==> src/rtl/vx_elastic_pipe.sv <==
// ----------------------------------------------------------------------------
// vx_elastic_pipe
//   Valid/ready elastic pipeline of DEPTH register stages with bubble
//   collapsing. An empty stage always takes data from the stage before it, so
//   entries pack toward the output while the output is stalled. ready_in drops
//   only when every stage holds data and the output is not draining.
//   Also provides a synchronous flush and a registered occupancy counter.
//   DEPTH = 0 makes the block a combinational passthrough.
//
// Ports
//   clk        in   1      clock
//   reset      in   1      synchronous, active-high reset
//   flush      in   1      discard all in-flight entries (next cycle)
//   valid_in   in   1      upstream valid
//   data_in    in   DATAW  upstream payload
//   ready_in   out  1      pipe accepts this cycle (never depends on valid_in)
//   valid_out  out  1      last stage holds data
//   data_out   out  DATAW  last stage payload
//   ready_out  in   1      downstream ready
//   count      out  CNTW   number of valid stages
// ----------------------------------------------------------------------------

// Simulation-time properties of the pipe: counter consistency and output hold.
module vx_elastic_pipe_checker #(
   parameter int DEPTH = 2,
   parameter int DATAW = 1,
   parameter int CNTW  = 2
) (
   input logic             clk,
   input logic             reset,
   input logic [DEPTH-1:0] v,
   input logic [CNTW-1:0]  count,
   input logic             valid_out,
   input logic             ready_out,
   input logic [DATAW-1:0] data_out
);

   // The occupancy counter must always match the number of valid stages.
   a_count_matches_valid: assert property (
      @(posedge clk) disable iff (reset) (32'(count) == $countones(v)))
      else $error("occupancy count %0d differs from valid stage population", count);

   // A presented but not accepted output must stay unchanged.
   a_output_held: assert property (
      @(posedge clk) (valid_out && !ready_out && !reset) |=> $stable(data_out))
      else $error("data_out changed while stalled");

endmodule

module vx_elastic_pipe #(
   parameter int DATAW  = 1,
   parameter int DEPTH  = 2,
   parameter int RESETW = 0,
   parameter logic [((RESETW > 0) ? RESETW : 1)-1:0] INIT_VALUE = '0,
   parameter int CNTW   = (DEPTH > 0) ? $clog2(DEPTH + 1) : 1
) (
   input  logic             clk,
   input  logic             reset,
   input  logic             flush,
   input  logic             valid_in,
   input  logic [DATAW-1:0] data_in,
   output logic             ready_in,
   output logic             valid_out,
   output logic [DATAW-1:0] data_out,
   input  logic             ready_out,
   output logic [CNTW-1:0]  count
);

   // Mask selecting the payload bits that take INIT_VALUE on reset.
   function automatic logic [DATAW-1:0] reset_mask();
      logic [DATAW-1:0] m;
      m = {DATAW{1'b0}};
      for (int b = 0; b < DATAW; b++) begin
         m[b] = (b < RESETW);
      end
      return m;
   endfunction

   if (DEPTH == 0) begin : g_pass

      // clk/reset/flush have no function without storage.
      logic unused_ctrl;
      assign unused_ctrl = &{1'b0, clk, reset, flush};

      assign valid_out = valid_in;
      assign data_out  = data_in;
      assign ready_in  = ready_out;
      assign count     = {CNTW{1'b0}};

   end else begin : g_pipe

      localparam logic [DATAW-1:0] RST_MASK  = reset_mask();
      localparam logic [DATAW-1:0] INIT_FILL = DATAW'(INIT_VALUE) & RST_MASK;

      logic [DEPTH-1:0] v_r;
      logic [DATAW-1:0] data_r [DEPTH];
      logic [DEPTH-1:0] en_s;
      logic [DEPTH-1:0] up_v_s;
      logic [DATAW-1:0] up_d_s [DEPTH];
      logic [CNTW-1:0]  count_r;
      logic             fire_in_s;
      logic             fire_out_s;

      // Stage enables. en[i] = !v[i] || en[i+1] unrolls to: stage i may
      // advance unless every stage from i to the output is full and the output
      // is stalled. Written flat so the chain has no self-referencing vector.
      always_comb begin
         logic full;
         full = 1'b0;
         en_s = {DEPTH{1'b0}};
         for (int i = 0; i < DEPTH; i++) begin
            full = 1'b1;
            for (int j = i; j < DEPTH; j++) begin
               full = full & v_r[j];
            end
            en_s[i] = ready_out | ~full;
         end
      end

      // Upstream source of each stage: data_in for stage 0, previous stage after.
      for (genvar i = 0; i < DEPTH; i++) begin : g_up
         if (i == 0) begin : g_first
            assign up_v_s[i] = valid_in;
            assign up_d_s[i] = data_in;
         end else begin : g_next
            assign up_v_s[i] = v_r[i-1];
            assign up_d_s[i] = data_r[i-1];
         end
      end

      assign fire_in_s  = valid_in & en_s[0];
      assign fire_out_s = v_r[DEPTH-1] & ready_out;

      // Stage valid bits and payloads. Reset only rewrites the low RESETW
      // payload bits; flush clears valid bits but leaves payloads alone.
      always_ff @(posedge clk) begin
         for (int i = 0; i < DEPTH; i++) begin
            if (reset) begin
               v_r[i]    <= 1'b0;
               data_r[i] <= (data_r[i] & ~RST_MASK) | INIT_FILL;
            end else begin
               if (flush) begin
                  v_r[i] <= 1'b0;
               end else if (en_s[i]) begin
                  v_r[i] <= up_v_s[i];
               end else begin
                  v_r[i] <= v_r[i];
               end
               if (en_s[i] && up_v_s[i]) begin
                  data_r[i] <= up_d_s[i];
               end else begin
                  data_r[i] <= data_r[i];
               end
            end
         end
      end

      // Occupancy counter: an input accepted during flush is discarded, so the
      // counter simply returns to zero.
      always_ff @(posedge clk) begin
         if (reset || flush) begin
            count_r <= {CNTW{1'b0}};
         end else if (fire_in_s && !fire_out_s) begin
            count_r <= count_r + CNTW'(1);
         end else if (!fire_in_s && fire_out_s) begin
            count_r <= count_r - CNTW'(1);
         end else begin
            count_r <= count_r;
         end
      end

      assign ready_in  = en_s[0];
      assign valid_out = v_r[DEPTH-1];
      assign data_out  = data_r[DEPTH-1];
      assign count     = count_r;

      vx_elastic_pipe_checker #(
         .DEPTH (DEPTH),
         .DATAW (DATAW),
         .CNTW  (CNTW)
      ) u_checker (
         .clk       (clk),
         .reset     (reset),
         .v         (v_r),
         .count     (count_r),
         .valid_out (valid_out),
         .ready_out (ready_out),
         .data_out  (data_out)
      );

   end

endmodule
==> config.mk <==
export PLATFORM = sky130hd
export DESIGN_NAME = vx_elastic_pipe
export DESIGN_NICKNAME = d
export VERILOG_FILES = /design/src/rtl/vx_elastic_pipe.sv
export SDC_FILE = /design/constraint.sdc
export NUM_CORES = 1
export LEC_CHECK = 0
export ABC_AREA = 1
export BUFFER_PORTS_ARGS = -buffer_cell sky130_fd_sc_hd__buf_4
export CAP_MARGIN = 10
export CELL_PAD_IN_SITES_DETAIL_PLACEMENT = 0
export CELL_PAD_IN_SITES_GLOBAL_PLACEMENT = 1
export CORE_AREA = 2 2 39 41
export DETAILED_ROUTE_END_ITERATION = 12
export DIE_AREA = 0 0 41 43
export GPL_ROUTABILITY_DRIVEN = 0
export PLACE_DENSITY_LB_ADDON = 0.25
export REMOVE_ABC_BUFFERS = 1
export SLEW_MARGIN = 20
export SYNTH_ARGS = -nofsm -noshare
export SYNTH_HDL_FRONTEND = slang
export SYNTH_SLANG_ARGS = --single-unit
==> constraint.sdc <==
create_clock -name clk -period 1.9 [get_ports clk]
set_clock_uncertainty 0.15 [all_clocks]
set_input_delay 0.095 -clock clk [delete_from_list [all_inputs] [get_ports clk]]
set_output_delay 0.095 -clock clk [all_outputs]
set_load 0.01 [all_outputs]
After elaboration in Yosys (flattened, before gate mapping). Memories as Yosys holds them, arrays and structs flattened. Cells that the tools add are included.

Add/sub/neg operators: 2. Muxes and demuxes: 20. Bitwise operators: 11. Reductions and logical operators: 9.

Operator list (count): $mux 1 (18); $or 1x1->1 (6); $logic_and 1x1->1 (4); $mux 2 (2); $and 1x1->1 (3); $add 2x1->2 const B (1); $logic_not 1->1 (2); $not 1->1 (2); $reduce_bool 2->1 (1); $reduce_or 2->1 (1); $sub 2x1->2 const B (1); $logic_or 1x1->1 (1).

Bits in registers: 4. RAM bits: 2. Input port bits: 6. Output and inout port bits: 5. Logic and storage cells: 46. Memories kept: 1.

Memories: g_pipe.data_r (depth 2, bits a word 1, rd ports 2, clocked after memory_dff 0, wr ports 2, RTL line 96) `logic [DATAW-1:0] data_r [DEPTH];`.

Logic depth before layout (Yosys ltp).
Depth after elaboration: 9. Gate-level depth with buffers: 12. Depth with buffers taken out: 12.

Worst setup path before layout. Ideal clock, no wire load.

Path type: reg-to-reg. Start point: register g_pipe.v_r[1]. End point: register g_pipe.count_r[1], in the netlist count[1]. Setup time: 0.064 ns. Data arrival time: 1.364 ns. Setup slack: 0.322 ns. Cell stages (with the launch flop): 12. Path buffers: 0. Cells stage by stage: dfxtp_1 inv_1 nor2_4 nand2_4 nand2_2 inv_1 ha_1 inv_1 nand3_1 nand2_1 inv_1 nor2_1.

Cells in the longest elaborated chain, start to end: 7. Elaborated cells on any way between the ends: 11. Those cells by class: mux (1); bitwise (5); reduce/logical (5).

Ends and longest elaborated chain: start: declaration (RTL line 95) `logic [DEPTH-1:0] v_r;`; start signal: indexed assignment (RTL line 145) `v_r[i] <= up_v_s[i];`; start signal: indexed assignment (RTL line 147) `v_r[i] <= v_r[i];`; $and 1x1->1 * (RTL line 114) `full = full & v_r[j];`; $not 1->1 * (RTL line 116) `en_s[i] = ready_out | ~full;`; $or 1x1->1 * (RTL line 116); named net ready_in (RTL line 62) `output logic ready_in,`; $and 1x1->1 * (RTL line 131) `assign fire_in_s = valid_in & en_s[0];`; $logic_not 1->1 (RTL line 165) `end else if (!fire_in_s && fire_out_s) begin`; $logic_and 1x1->1 (RTL line 165); $reduce_bool 2->1 (no source line); end signal: assignment (RTL line 164) `count_r <= count_r + CNTW'(1);`; end signal: assignment (RTL line 166) `count_r <= count_r - CNTW'(1);`; end signal: assignment (RTL line 168) `count_r <= count_r;`; end: declaration (RTL line 100) `logic [CNTW-1:0] count_r;`.

Mark *: on every way through the listed nets, which the timed path passes. The rest lies on a longest branch. A chain may end at the register's enable or synchronous reset.

Worst setup path in the final report.
Start point: input reset. End point: register g_pipe.v_r[0].

Cells in the longest elaborated chain, start to end: 1.

Ends and longest elaborated chain: start: declaration (RTL line 58) `input logic reset,`; $reduce_or 2->1 (no source line).

No other way between the ends.

==> flow_metrics.env <==
export IMPL_h_tree_depth=1
export IMPL_r2r_start="g_pipe.v_r[1]$_SDFFE_PP0N_"
export IMPL_power_total_uw=313
export IMPL_syn_area_um2=289
export IMPL_grt_max_degree=5
export IMPL_setup_worst_path_start="reset"
export IMPL_drcViolationCount=0
export IMPL_path_class="input pin to flop"
export IMPL_design_die_area_mm2=0.00176
export IMPL_post_cts_resized=0
export IMPL_fin_crit_sh=0.875
export IMPL_stdcell_area_um2=470
export IMPL_synthTopCellsByArea="dfxtp_1 28%, edfxtp_1 21%, inv_1 9.1%"
export IMPL_numCtsBuffers=3
export IMPL_ir_worst_vdd_uv=259
export IMPL_antenna_found_initial=0
export IMPL_diodes=0
export IMPL_tns_ns=0
export IMPL_nNetsFinal=62
export IMPL_wl_per_cell_um=8.14
export IMPL_synth_top_area_frac=0.277
export IMPL_io_buffers=10
export IMPL_yosysWarningCount=0
export IMPL_arrival_ns=1.69
export IMPL_routed_wl_um=570
export IMPL_cts_sinks=6
export IMPL_p_per_area_mw_per_mm2=665
export IMPL_cap_viol_max_count=0
export IMPL_fp_coreArea_mm2=0.00138
export IMPL_clockRootBuffer="clkbuf_4"
export IMPL_cts_tree="built"
export IMPL_ys_seq_area_frac=0.485
export IMPL_initial_core_util=0.209
export IMPL_finalCriticalPeriod_ns=1.66
export IMPL_firstDrtPassIters=1
export IMPL_rsz0062_at_grt="false"
export IMPL_yosys_area_top_type="dfxtp_1"
export IMPL_slew_violations=0
export IMPL_min_delay_start="ready_out"
export IMPL_syn_area_per_cell_um2=8.50
export IMPL_gr_usage_all_layers=0.0873
export IMPL_io_pins=11
export IMPL_path_clk_slew_ns=0.04
export IMPL_grt_pass1_wl_um=938
export IMPL_max_slew_margin=0.852
export IMPL_whs_ns=0.0160
export IMPL_drive_gt1_frac=0.352
export IMPL_leakagePower_uw=0.000224
export IMPL_synthCells=34
export IMPL_placedInstanceArea_um2=384
export IMPL_finalHoldViolCount=0
export IMPL_start_kind="input pin"
export IMPL_fmax_ghz=0.602
export IMPL_worstPathRequired_ns=1.93
export IMPL_dieWidth_um=41
export IMPL_fin_ws_ns=0.238
export IMPL_crit_path_max_fanout=3
export IMPL_grt_ovfl_total=0
export IMPL_ys_types=16
export IMPL_clockBufferDepth=2
export IMPL_worstSkewPairLatency_ns=0.24
export IMPL_dp_hpwl_um=418
export IMPL_finalSetupViolCount=0
export IMPL_status="completed"
export IMPL_hold_class="input pin to flop"
export IMPL_fp_row_count=14
export IMPL_endpoint_kind="flop"
export IMPL_postRouteAntennaNets=0
export IMPL_vias=264
export IMPL_synth_seq_cells=6
export IMPL_drtIter0Drc=0
export IMPL_grt_pass1_vias=248
export IMPL_pre_cts_ws_ns=0.303
export IMPL_viasPerCell=3.77
export IMPL_worst_pin_slew_ns=0.222
export IMPL_die_h_um=43
export IMPL_area_growth_syn_to_layout_pct=62.8
[stage by stage]
step | util | std cells
2_1_floorplan | - | 34
3_3_place_gp | 0.278 | 60
3_5_place_dp | 0.278 | 60
4_1_cts | 0.340 | 70
5_1_grt | 0.340 | 70
6_report | 0.340 | 70
[synthesized netlist by cell type]
library cell,n
a21oi_1,1
a21oi_2,1
dfxtp_1,4
edfxtp_1,2
ha_1,1
inv_1,7
inv_2,1
nand2_1,4
nand2_2,2
nand2_4,1
nand3_1,1
nand4_1,1
nor2_1,5
nor2_4,1
nor3b_1,1
o21ai_1,1
[metal layers]
metal / part of all wire / wire, um / GRT usage
met2: 0.48 / 273 / 0.119
met4: 0 / 0 / 0.0400
met1: 0.41 / 236 / 0.0900
met3: 0.11 / 60 / 0.0785
met5: 0 / 0 / 0
[worst max-delay path, cell delays in order]
cell	delay [ns]
dlygate4sd3_1	0.53
buf_4	0.14
nor2_1	0.18
inv_1	0.09
a21oi_2	0.10
dlygate4sd3_1	0.55
[where the power goes]
group          total, uW  leakage [uW]  internal [uW]  switching, uW
registers            141     0.0000512            138           3.21
clock network        127     0.0000150           79.6           47.3
logic               44.8      0.000158           25.6           19.2
[registers in the layout, indices dropped and copies added (netlist names)]
signal         cells
g_pipe.v_r         2
count              2
g_pipe.data_r      2
[cells in the final DEF (no fill, tap or decap)]
| master | n |
|---|---|
| nand4_1 | 1 |
| o21ai_1 | 1 |
| inv_1 | 7 |
| clkbuf_1 | 1 |
| nand2_2 | 2 |
| inv_2 | 1 |
| dfxtp_1 | 4 |
| nor3b_1 | 1 |
| nor2_1 | 5 |
| clkbuf_4 | 3 |
| nor2_4 | 1 |
| nand2_1 | 4 |
| ha_1 | 1 |
| buf_4 | 10 |
| a21oi_2 | 1 |
| edfxtp_1 | 2 |
| nand3_1 | 1 |
| nand2_4 | 1 |
| dlygate4sd3_1 | 6 |
| a21oi_1 | 1 |
[cell families after synthesis]
logic type                 Yosys count  synth area share
AOI/OAI and AO/OA                    3            0.0649
adders and majority gates            1            0.0433
DFF                                  6             0.485
and+or+nand+nor                     16             0.303
buffers and inverters                8             0.104
[layout make-up]
| cell class | count | area (um^2) |
|---|---|---|
| repair buffers | 16 | 135 |
| well taps | 16 | 20.0 |
| inverters | 8 | 30.0 |
| fillers | 158 | 913 |
| flip-flops and latches | 6 | 140 |
| clock buffers | 4 | 26.3 |
| multi-input cells | 20 | 119 |
[worst paths after layout]
check / endpoint / slack, ns / depth (start not counted)
setup / recovery: g_pipe.v_r[0]$_SDFFE_PP0P_ / 0.24 / 6
hold / removal: g_pipe.v_r[1]$_SDFFE_PP0N_ / 0.02 / 4
setup reg to reg: count[1]$_SDFFE_PP0P_ / 0.32 / 11
hold reg to reg: g_pipe.data_r[1]$_DFFE_PP_ / 0.27 / 0
[repair_timing]
item | 4_1_cts | 5_1_grt
hold endpoints to repair | 6 | 0
hold buffers | 6 | 0
setup buffers | 0 | 0
Power figures use the tool's default switching activity.
